## src/rtl/ddr3_pkg.sv

```systemverilog
// Shared definitions for the DDR3 command scheduler: command encodings
// ({cs,ras,cas,we}), FSM state encodings and the request address split
// {bank[26:24], row[23:10], col[9:0]}.
package ddr3_pkg;

  localparam int ADDR_W = 27;
  localparam int BANK_W = 3;
  localparam int ROW_W  = 14;
  localparam int COL_W  = 10;

  typedef enum logic [3:0] {
    CMD_REF = 4'b0001,
    CMD_PRE = 4'b0010,
    CMD_ACT = 4'b0011,
    CMD_WR  = 4'b0100,
    CMD_RD  = 4'b0101,
    CMD_NOP = 4'b0111
  } cmd_e;

  typedef enum logic [3:0] {
    ST_IDLE,
    ST_ACT,
    ST_WAIT_RCD,
    ST_CAS,
    ST_WAIT_REC,
    ST_PRE,
    ST_WAIT_RP,
    ST_REF,
    ST_WAIT_RFC
  } state_e;

  function automatic logic [BANK_W-1:0] addr_bank(input logic [ADDR_W-1:0] a);
    return a[26:24];
  endfunction

  function automatic logic [ROW_W-1:0] addr_row(input logic [ADDR_W-1:0] a);
    return a[23:10];
  endfunction

  function automatic logic [COL_W-1:0] addr_col(input logic [ADDR_W-1:0] a);
    return a[9:0];
  endfunction

  function automatic int max2(input int a, input int b);
    return (a > b) ? a : b;
  endfunction

endpackage

```

## src/rtl/ddr3_refresh_timer.sv

```systemverilog
// Refresh interval timer. Counts 0..T_REFI-1 once init_done is high (held at
// 0 before), raises ref_pend on every wrap and clears it when the scheduler
// issues REF (ref_clr). A wrap while a refresh is still owed sets the sticky
// ref_overrun flag.
// Ports: clk, rst (async, active-high), init_done, ref_clr -> ref_pend,
//        ref_overrun.
module ddr3_refresh_timer #(
  parameter int T_REFI = 3120
) (
  input  logic clk,
  input  logic rst,
  input  logic init_done,
  input  logic ref_clr,
  output logic ref_pend,
  output logic ref_overrun
);

  localparam int TW = (T_REFI > 1) ? $clog2(T_REFI) : 1;

  logic [TW-1:0] timer;
  logic          wrap;

  assign wrap = init_done && (timer == TW'(T_REFI - 1));

  always_ff @(posedge clk or posedge rst) begin
    if (rst) begin
      timer       <= '0;
      ref_pend    <= 1'b0;
      ref_overrun <= 1'b0;
    end else begin
      if (!init_done || wrap) timer <= '0;
      else                    timer <= timer + TW'(1);

      // A wrap in the same cycle as REF re-arms the request: the refresh
      // just issued covers the previous interval, not the new one.
      if (wrap) begin
        ref_pend <= 1'b1;
        if (ref_pend && !ref_clr) ref_overrun <= 1'b1;
      end else if (ref_clr) begin
        ref_pend <= 1'b0;
      end
    end
  end

endmodule

```

## src/rtl/ddr3_cmd_sched.sv

```systemverilog
// DDR3 command scheduler: one closed-page access at a time
// (ACT -> RD/WR -> PRE), round-robin between read and write requesters,
// periodic refresh between accesses. All command/address outputs are
// registered and reflect the state being occupied in that cycle.
// Ports: clk, rst (async, active-high), init_done,
//        rd_req/rd_addr, wr_req/wr_addr   request side (addr = {bank,row,col})
//        rd_ack/wr_ack                    one-cycle grant at the CAS cycle
//        cmd_out {cs,ras,cas,we}, ba_out, addr_out   DRAM command bus
//        rd_data_en/wr_data_en            datapath strobe at the CAS cycle
//        busy (not IDLE), ref_overrun (sticky missed refresh)
module ddr3_cmd_sched
  import ddr3_pkg::*;
#(
  parameter int T_RCD  = 6,
  parameter int T_RP   = 6,
  parameter int T_WR   = 8,
  parameter int T_RTP  = 4,
  parameter int T_RFC  = 64,
  parameter int T_REFI = 3120
) (
  input  logic                clk,
  input  logic                rst,
  input  logic                init_done,
  input  logic                rd_req,
  input  logic                wr_req,
  input  logic [ADDR_W-1:0]   rd_addr,
  input  logic [ADDR_W-1:0]   wr_addr,
  output logic                rd_ack,
  output logic                wr_ack,
  output logic [3:0]          cmd_out,
  output logic [BANK_W-1:0]   ba_out,
  output logic [ROW_W-1:0]    addr_out,
  output logic                rd_data_en,
  output logic                wr_data_en,
  output logic                busy,
  output logic                ref_overrun
);

  localparam int MAXP = max2(max2(max2(T_RCD, T_RP), max2(T_WR, T_RTP)), T_RFC);
  localparam int CW   = $clog2(MAXP) + 1;

  state_e              state_q, state_d;
  logic [CW-1:0]       cnt_q, cnt_d;
  logic                pref_wr_q, pref_wr_d;
  logic [ADDR_W-1:0]   lat_addr_q, lat_addr_d;
  logic                lat_wr_q, lat_wr_d;
  logic                use_wr;
  logic                ref_pend;
  logic                ref_clr;

  assign ref_clr = (state_q == ST_REF);

  ddr3_refresh_timer #(.T_REFI(T_REFI)) u_refresh (
    .clk         (clk),
    .rst         (rst),
    .init_done   (init_done),
    .ref_clr     (ref_clr),
    .ref_pend    (ref_pend),
    .ref_overrun (ref_overrun)
  );

  // Write wins only if it is the sole requester or it is its turn.
  assign use_wr = wr_req && (!rd_req || pref_wr_q);

  always_ff @(posedge clk or posedge rst) begin
    if (rst) begin
      state_q   <= ST_IDLE;
      cnt_q     <= '0;
      pref_wr_q <= 1'b0;
    end else begin
      state_q   <= state_d;
      cnt_q     <= cnt_d;
      pref_wr_q <= pref_wr_d;
    end
  end

  // Latched request is only meaningful while busy, so it carries no reset.
  always_ff @(posedge clk) begin
    lat_addr_q <= lat_addr_d;
    lat_wr_q   <= lat_wr_d;
  end

  // Each wait state lasts T-1 cycles: the counter is loaded with T-2 and the
  // state exits on reaching zero; a parameter of 1 skips the wait state.
  always_comb begin
    state_d    = state_q;
    cnt_d      = cnt_q;
    pref_wr_d  = pref_wr_q;
    lat_addr_d = lat_addr_q;
    lat_wr_d   = lat_wr_q;
    case (state_q)
      ST_IDLE: begin
        if (init_done) begin
          if (ref_pend) begin
            state_d = ST_REF;
          end else if (rd_req || wr_req) begin
            state_d    = ST_ACT;
            lat_wr_d   = use_wr;
            lat_addr_d = use_wr ? wr_addr : rd_addr;
            pref_wr_d  = !use_wr;
          end
        end
      end
      ST_ACT: begin
        if (T_RCD > 1) begin
          state_d = ST_WAIT_RCD;
          cnt_d   = CW'(T_RCD - 2);
        end else begin
          state_d = ST_CAS;
        end
      end
      ST_WAIT_RCD: begin
        if (cnt_q == '0) state_d = ST_CAS;
        else             cnt_d   = cnt_q - CW'(1);
      end
      ST_CAS: begin
        if (lat_wr_q && T_WR > 1) begin
          state_d = ST_WAIT_REC;
          cnt_d   = CW'(T_WR - 2);
        end else if (!lat_wr_q && T_RTP > 1) begin
          state_d = ST_WAIT_REC;
          cnt_d   = CW'(T_RTP - 2);
        end else begin
          state_d = ST_PRE;
        end
      end
      ST_WAIT_REC: begin
        if (cnt_q == '0) state_d = ST_PRE;
        else             cnt_d   = cnt_q - CW'(1);
      end
      ST_PRE: begin
        if (T_RP > 1) begin
          state_d = ST_WAIT_RP;
          cnt_d   = CW'(T_RP - 2);
        end else begin
          state_d = ST_IDLE;
        end
      end
      ST_WAIT_RP: begin
        if (cnt_q == '0) state_d = ST_IDLE;
        else             cnt_d   = cnt_q - CW'(1);
      end
      ST_REF: begin
        if (T_RFC > 1) begin
          state_d = ST_WAIT_RFC;
          cnt_d   = CW'(T_RFC - 2);
        end else begin
          state_d = ST_IDLE;
        end
      end
      ST_WAIT_RFC: begin
        if (cnt_q == '0) state_d = ST_IDLE;
        else             cnt_d   = cnt_q - CW'(1);
      end
      default: state_d = ST_IDLE;
    endcase
  end

  // Command states last exactly one cycle, so keying on state_d issues each
  // command once. ba_out/addr_out keep their last value between commands.
  always_ff @(posedge clk or posedge rst) begin
    if (rst) begin
      cmd_out    <= CMD_NOP;
      ba_out     <= '0;
      addr_out   <= '0;
      rd_ack     <= 1'b0;
      wr_ack     <= 1'b0;
      rd_data_en <= 1'b0;
      wr_data_en <= 1'b0;
      busy       <= 1'b0;
    end else begin
      cmd_out    <= CMD_NOP;
      rd_ack     <= 1'b0;
      wr_ack     <= 1'b0;
      rd_data_en <= 1'b0;
      wr_data_en <= 1'b0;
      busy       <= (state_d != ST_IDLE);
      case (state_d)
        ST_ACT: begin
          cmd_out  <= CMD_ACT;
          ba_out   <= addr_bank(lat_addr_d);
          addr_out <= addr_row(lat_addr_d);
        end
        ST_CAS: begin
          cmd_out    <= lat_wr_q ? CMD_WR : CMD_RD;
          addr_out   <= {4'b0000, addr_col(lat_addr_q)};
          rd_ack     <= !lat_wr_q;
          wr_ack     <= lat_wr_q;
          rd_data_en <= !lat_wr_q;
          wr_data_en <= lat_wr_q;
        end
        ST_PRE: begin
          cmd_out      <= CMD_PRE;
          ba_out       <= addr_bank(lat_addr_q);
          addr_out[10] <= 1'b0;
        end
        ST_REF: cmd_out <= CMD_REF;
        default: ;
      endcase
    end
  end

endmodule

```

## config.mk

```make
export PLATFORM = sky130hd
export DESIGN_NAME = ddr3_cmd_sched
export DESIGN_NICKNAME = d
export VERILOG_FILES = /design/src/rtl/ddr3_pkg.sv /design/src/rtl/ddr3_refresh_timer.sv /design/src/rtl/ddr3_cmd_sched.sv
export SDC_FILE = /design/constraint.sdc
export NUM_CORES = 1
export LEC_CHECK = 0
export BUFFER_PORTS_ARGS = -buffer_cell sky130_fd_sc_hd__buf_2
export CORE_MARGIN = 3
export CORE_UTILIZATION = 32
export DETAILED_ROUTE_END_ITERATION = 8
export PLACE_DENSITY = 0.53
export SYNTH_ARGS = -nofsm -noshare
export SYNTH_HDL_FRONTEND = slang
export SYNTH_SLANG_ARGS = --single-unit
```

## constraint.sdc

```tcl
create_clock -name clk -period 2.58 [get_ports clk]
set_input_delay 0.645 -clock clk [delete_from_list [all_inputs] [get_ports clk]]
set_output_delay 0.645 -clock clk [all_outputs]
set_load 0.05 [all_outputs]
```

==> summary.md <==
| Metric | Value |
|---|---|
| Buf/Inv on CP | `2` |
| Post-Syn Area | `3650 um2` |
| Tmin final | `2240 ps` |
| DIE HEIGHT | `113 um` |
| GPL Wtd Cong | `0.783` |
| Synth unique cells | `60` |
| Area delta synth->final | `23.7%` |
| Synth Instances | `372` |
| Worst-Margin Slew | `635 ps` |
| Routed WL | `9070 um` |
| Clock H-tree levels | `3` |
| Antenna diodes | `0` |
| Initial Util | `0.332` |
| Skew-Pair Late Insertion Delay | `340 ps` |
| Start point of the critical path | `cnt_q[0]` |
| TritonCTS Buffers | `9` |
| Post-synth EDFFs | `11` |
| Total of max-cap violations | `0` |
| Yosys Warn Count | `0` |
| Register area | `1820 um2` |
| Setup repair bufs after CTS | `0` |
| Multi-input gate area | `1660 um2` |
| Root buffer cell | `clkbuf_16` |
| Fillers | `1,095` |
| Reg2reg start | `cnt_q[0]` |
| Final worst slack | `336 ps` |
| DRT Pass-1 Iters | `4` |
| GR Overflow Total | `0` |
| GRT Total Usage | `0.146` |
| Clk sinks | `73` |
| Number of buffers added on ports | `84` |
| F_max | `0.446 GHz` |
| #FFs+latches synth | `73` |
| DR DRC count | `0` |
| Vias per cell | `5.08` |
| WL per Instance | `15.1 um` |
| Hold Crit Class | `in -> async` |
| RSZ-0062 raised after global routing | `no` |
| First-pass GRT wire length | `14,800 um` |
| # IOs | `86` |
| Fin util | `0.411` |
| Register area share after synthesis | `0.499` |
| Fin nets | `517` |
| Final number of setup-violating endpoints | `0` |
| Core area | `11,000 um2` |
| Via Count | `3,045` |
| Slew headroom | `0.577` |
| Reg clk slew, reported paths | `60 ps` |
| Number of gates resized after CTS | `0` |
| R2r worst-path depth | `8` |
| Width of the die | `113 um` |
| Power Density | `1100 nW/um2` |
| Cell Rows | `38` |
| Setup tns final | `0 ps` |
| WS Path Type | `reg -> reg` |
| CP Cell Sequence | `inv_1 > ha_1 > nor3b_2 > a21oi_1 > o21bai_2 > buf_4 > and2_1 > a21oi_1` |
| Outcome | `finished clean` |
| Clk_skew | `9.37 ps` |
| Commonest non-fill, non-tap cell in the layout | `buf_2` |
| Dpl ws | `331 ps` |
| Critical Path Start Type | `register` |
| Worst path arrival time | `2440 ps` |
| CTS tree | `done` |
| CP Max Fanout | `12` |
| Initial antenna violation count | `0` |
| Critical Path RT | `2770 ps` |
| Largest net degree at the start of global routing | `27` |
| Ys async rst share | `0.671` |
| Share of cells above drive strength 1 | `0.285` |
| Initial DRC Count | `155` |
| Post-synthesis area per instance | `9.81 um2` |
| Static leakage | `0.00206 uW` |
| Crit path to | `addr_out[2]` |
| Post-CTS Hold Fix Bufs | `0` |
| Final Hold Viols | `0` |
| RR Endpoint | `addr_out[2]` |
| DP HPWL | `6800 um` |
| Crit-path most repeated cell | `a21oi_1` |
| Final worst-path cycle share | `0.870` |
| Max-slew violations | `0` |
| CP peak stage delay | `380 ps` |
| Most frequent cells in the layout | `buf_2 (84), nand2_1 (49), dfrtp_1 (46), a21oi_1 (29), a31oi_1 (29)` |
| Post-Syn Nets | `434` |
| Reg-to-reg slack, setup | `340 ps` |
| Crit path depth | `8` |
| Die area | `12,700 um2` |
| Maximum vdd drop | `415 uV` |
| DRT antenna net count | `0` |
| Family with the most delay on the worst path | `simple AND/OR/NAND/NOR gates` |
| Max Buffers Root-to-Sink | `2` |
| Dominant synthesized flop cell | `dfrtp_1` |
| Slowest cell on crit path | `dfrtp_1` |
| Vias in the first global route | `2,979` |
| Critical path capture point type | `register` |
==> sequential cells by signal, summed over array words and instances, names as in the netlist, 3 cells and up <==
name             cells
state_q              4
ba_out               3
u_refresh.timer     12
cmd_out              3
cnt_q                7
addr_out            14
lat_addr_q          23
==> worst register-to-register path, cell delays in order, from the launching register on <==
cell      delay [ps]
dfrtp_1          380
inv_1            120
ha_1             150
nor3b_2          320
a21oi_1          150
o21bai_2         280
buf_4            230
and2_1           360
a21oi_1          130
==> synth_stat cells (all sizes together), types with 2 or more instances <==
library cell  instances  area [um2]
o21a                  2        15.0
mux2i                11         110
inv                  12        45.0
a21o                  3        22.5
o31ai                 2        15.0
nor2                 19        71.3
nor3                  5        41.3
a21oi                31         170
nand3                 7        47.6
nand2                49         184
nand2b                3        18.8
dfrtp                46        1150
mux2                  3        33.8
o211ai               15         118
nor3b                 2        31.3
o21bai                2        18.8
and2                  5        31.3
and4                  3        26.3
ha                    3        37.5
a21boi                2        15.0
xnor2                 4        35.0
buf                  15        87.6
dfxtp                13         260
a22o                  4        35.0
edfxtp               11         330
dfstp                 3        78.8
nand4                 4        31.3
o21ai                26         130
xor2                  8        70.1
clkbuf                9        33.8
nor2b                 5        31.3
a31oi                30         203
==> metrics by stage <==
step	hold slack, ps	cells	total power [uW]	cell area (um2)
floorplan	446	372	3270	3650
global placement	462	584	3780	4230
detailed placement	456	584	3810	4230
CTS	385	600	5010	4520
global route	416	600	5290	4520
finish	363	600	4970	4520
==> metal layers <==
layer	track usage	up-vias	part of all wire
met4	0.0689	0	0.023
met1	0.195	1437	0.46
met3	0.0337	15	0.050
li1	-	1506	-
met5	0	-	0
met2	0.225	87	0.47
==> logic make-up (layout without fill, tap and decap cells) <==
kind of cell	Yosys count	count (layout)	share of synthesized area
compound gates	123	123	0.219
simple gates	109	109	0.155
other cells	1	1	0.00103
flops	73	73	0.499
xor+xnor	12	12	0.0288
mux	14	14	0.0394
buf+inv	37	125	0.0480
fa+ha+maj	3	3	0.0103
==> worst min path at each step <==
stage / startpoint / to / slack, ps / cells after the start
2_1_floorplan: u_refresh.timer[0] / u_refresh.timer[0] / 450 / 1
5_1_grt: rst / ba_out[1] / 420 / 2
4_1_cts: rst / u_refresh.timer[0] / 390 / 2
3_3_place_gp: addr_out[12] / addr_out[12] / 460 / 1
6_report: rst / u_refresh.timer[8] / 360 / 2
3_5_place_dp: u_refresh.ref_overrun / u_refresh.ref_overrun / 460 / 1
==> where the power goes <==
| group | leakage, uW | switching, uW | internal, uW |
|---|---|---|---|
| combinational | 0.00110 | 1310 | 649 |
| clock | 0.000136 | 506 | 687 |
| sequential | 0.000816 | 289 | 1530 |
| total | 0.00206 | 2100 | 2860 |
==> cell type report <==
cell class / instances / share of cell area
clock inverter: 6 / 0.0111
timing repair buffer: 96 / 0.116
multi-input combinational: 262 / 0.366
clock buffer: 10 / 0.0529
inverter: 13 / 0.0119
tap: 140 / 0.0388
sequential: 73 / 0.403
Note: power is estimated with default switching activity, not from simulation.
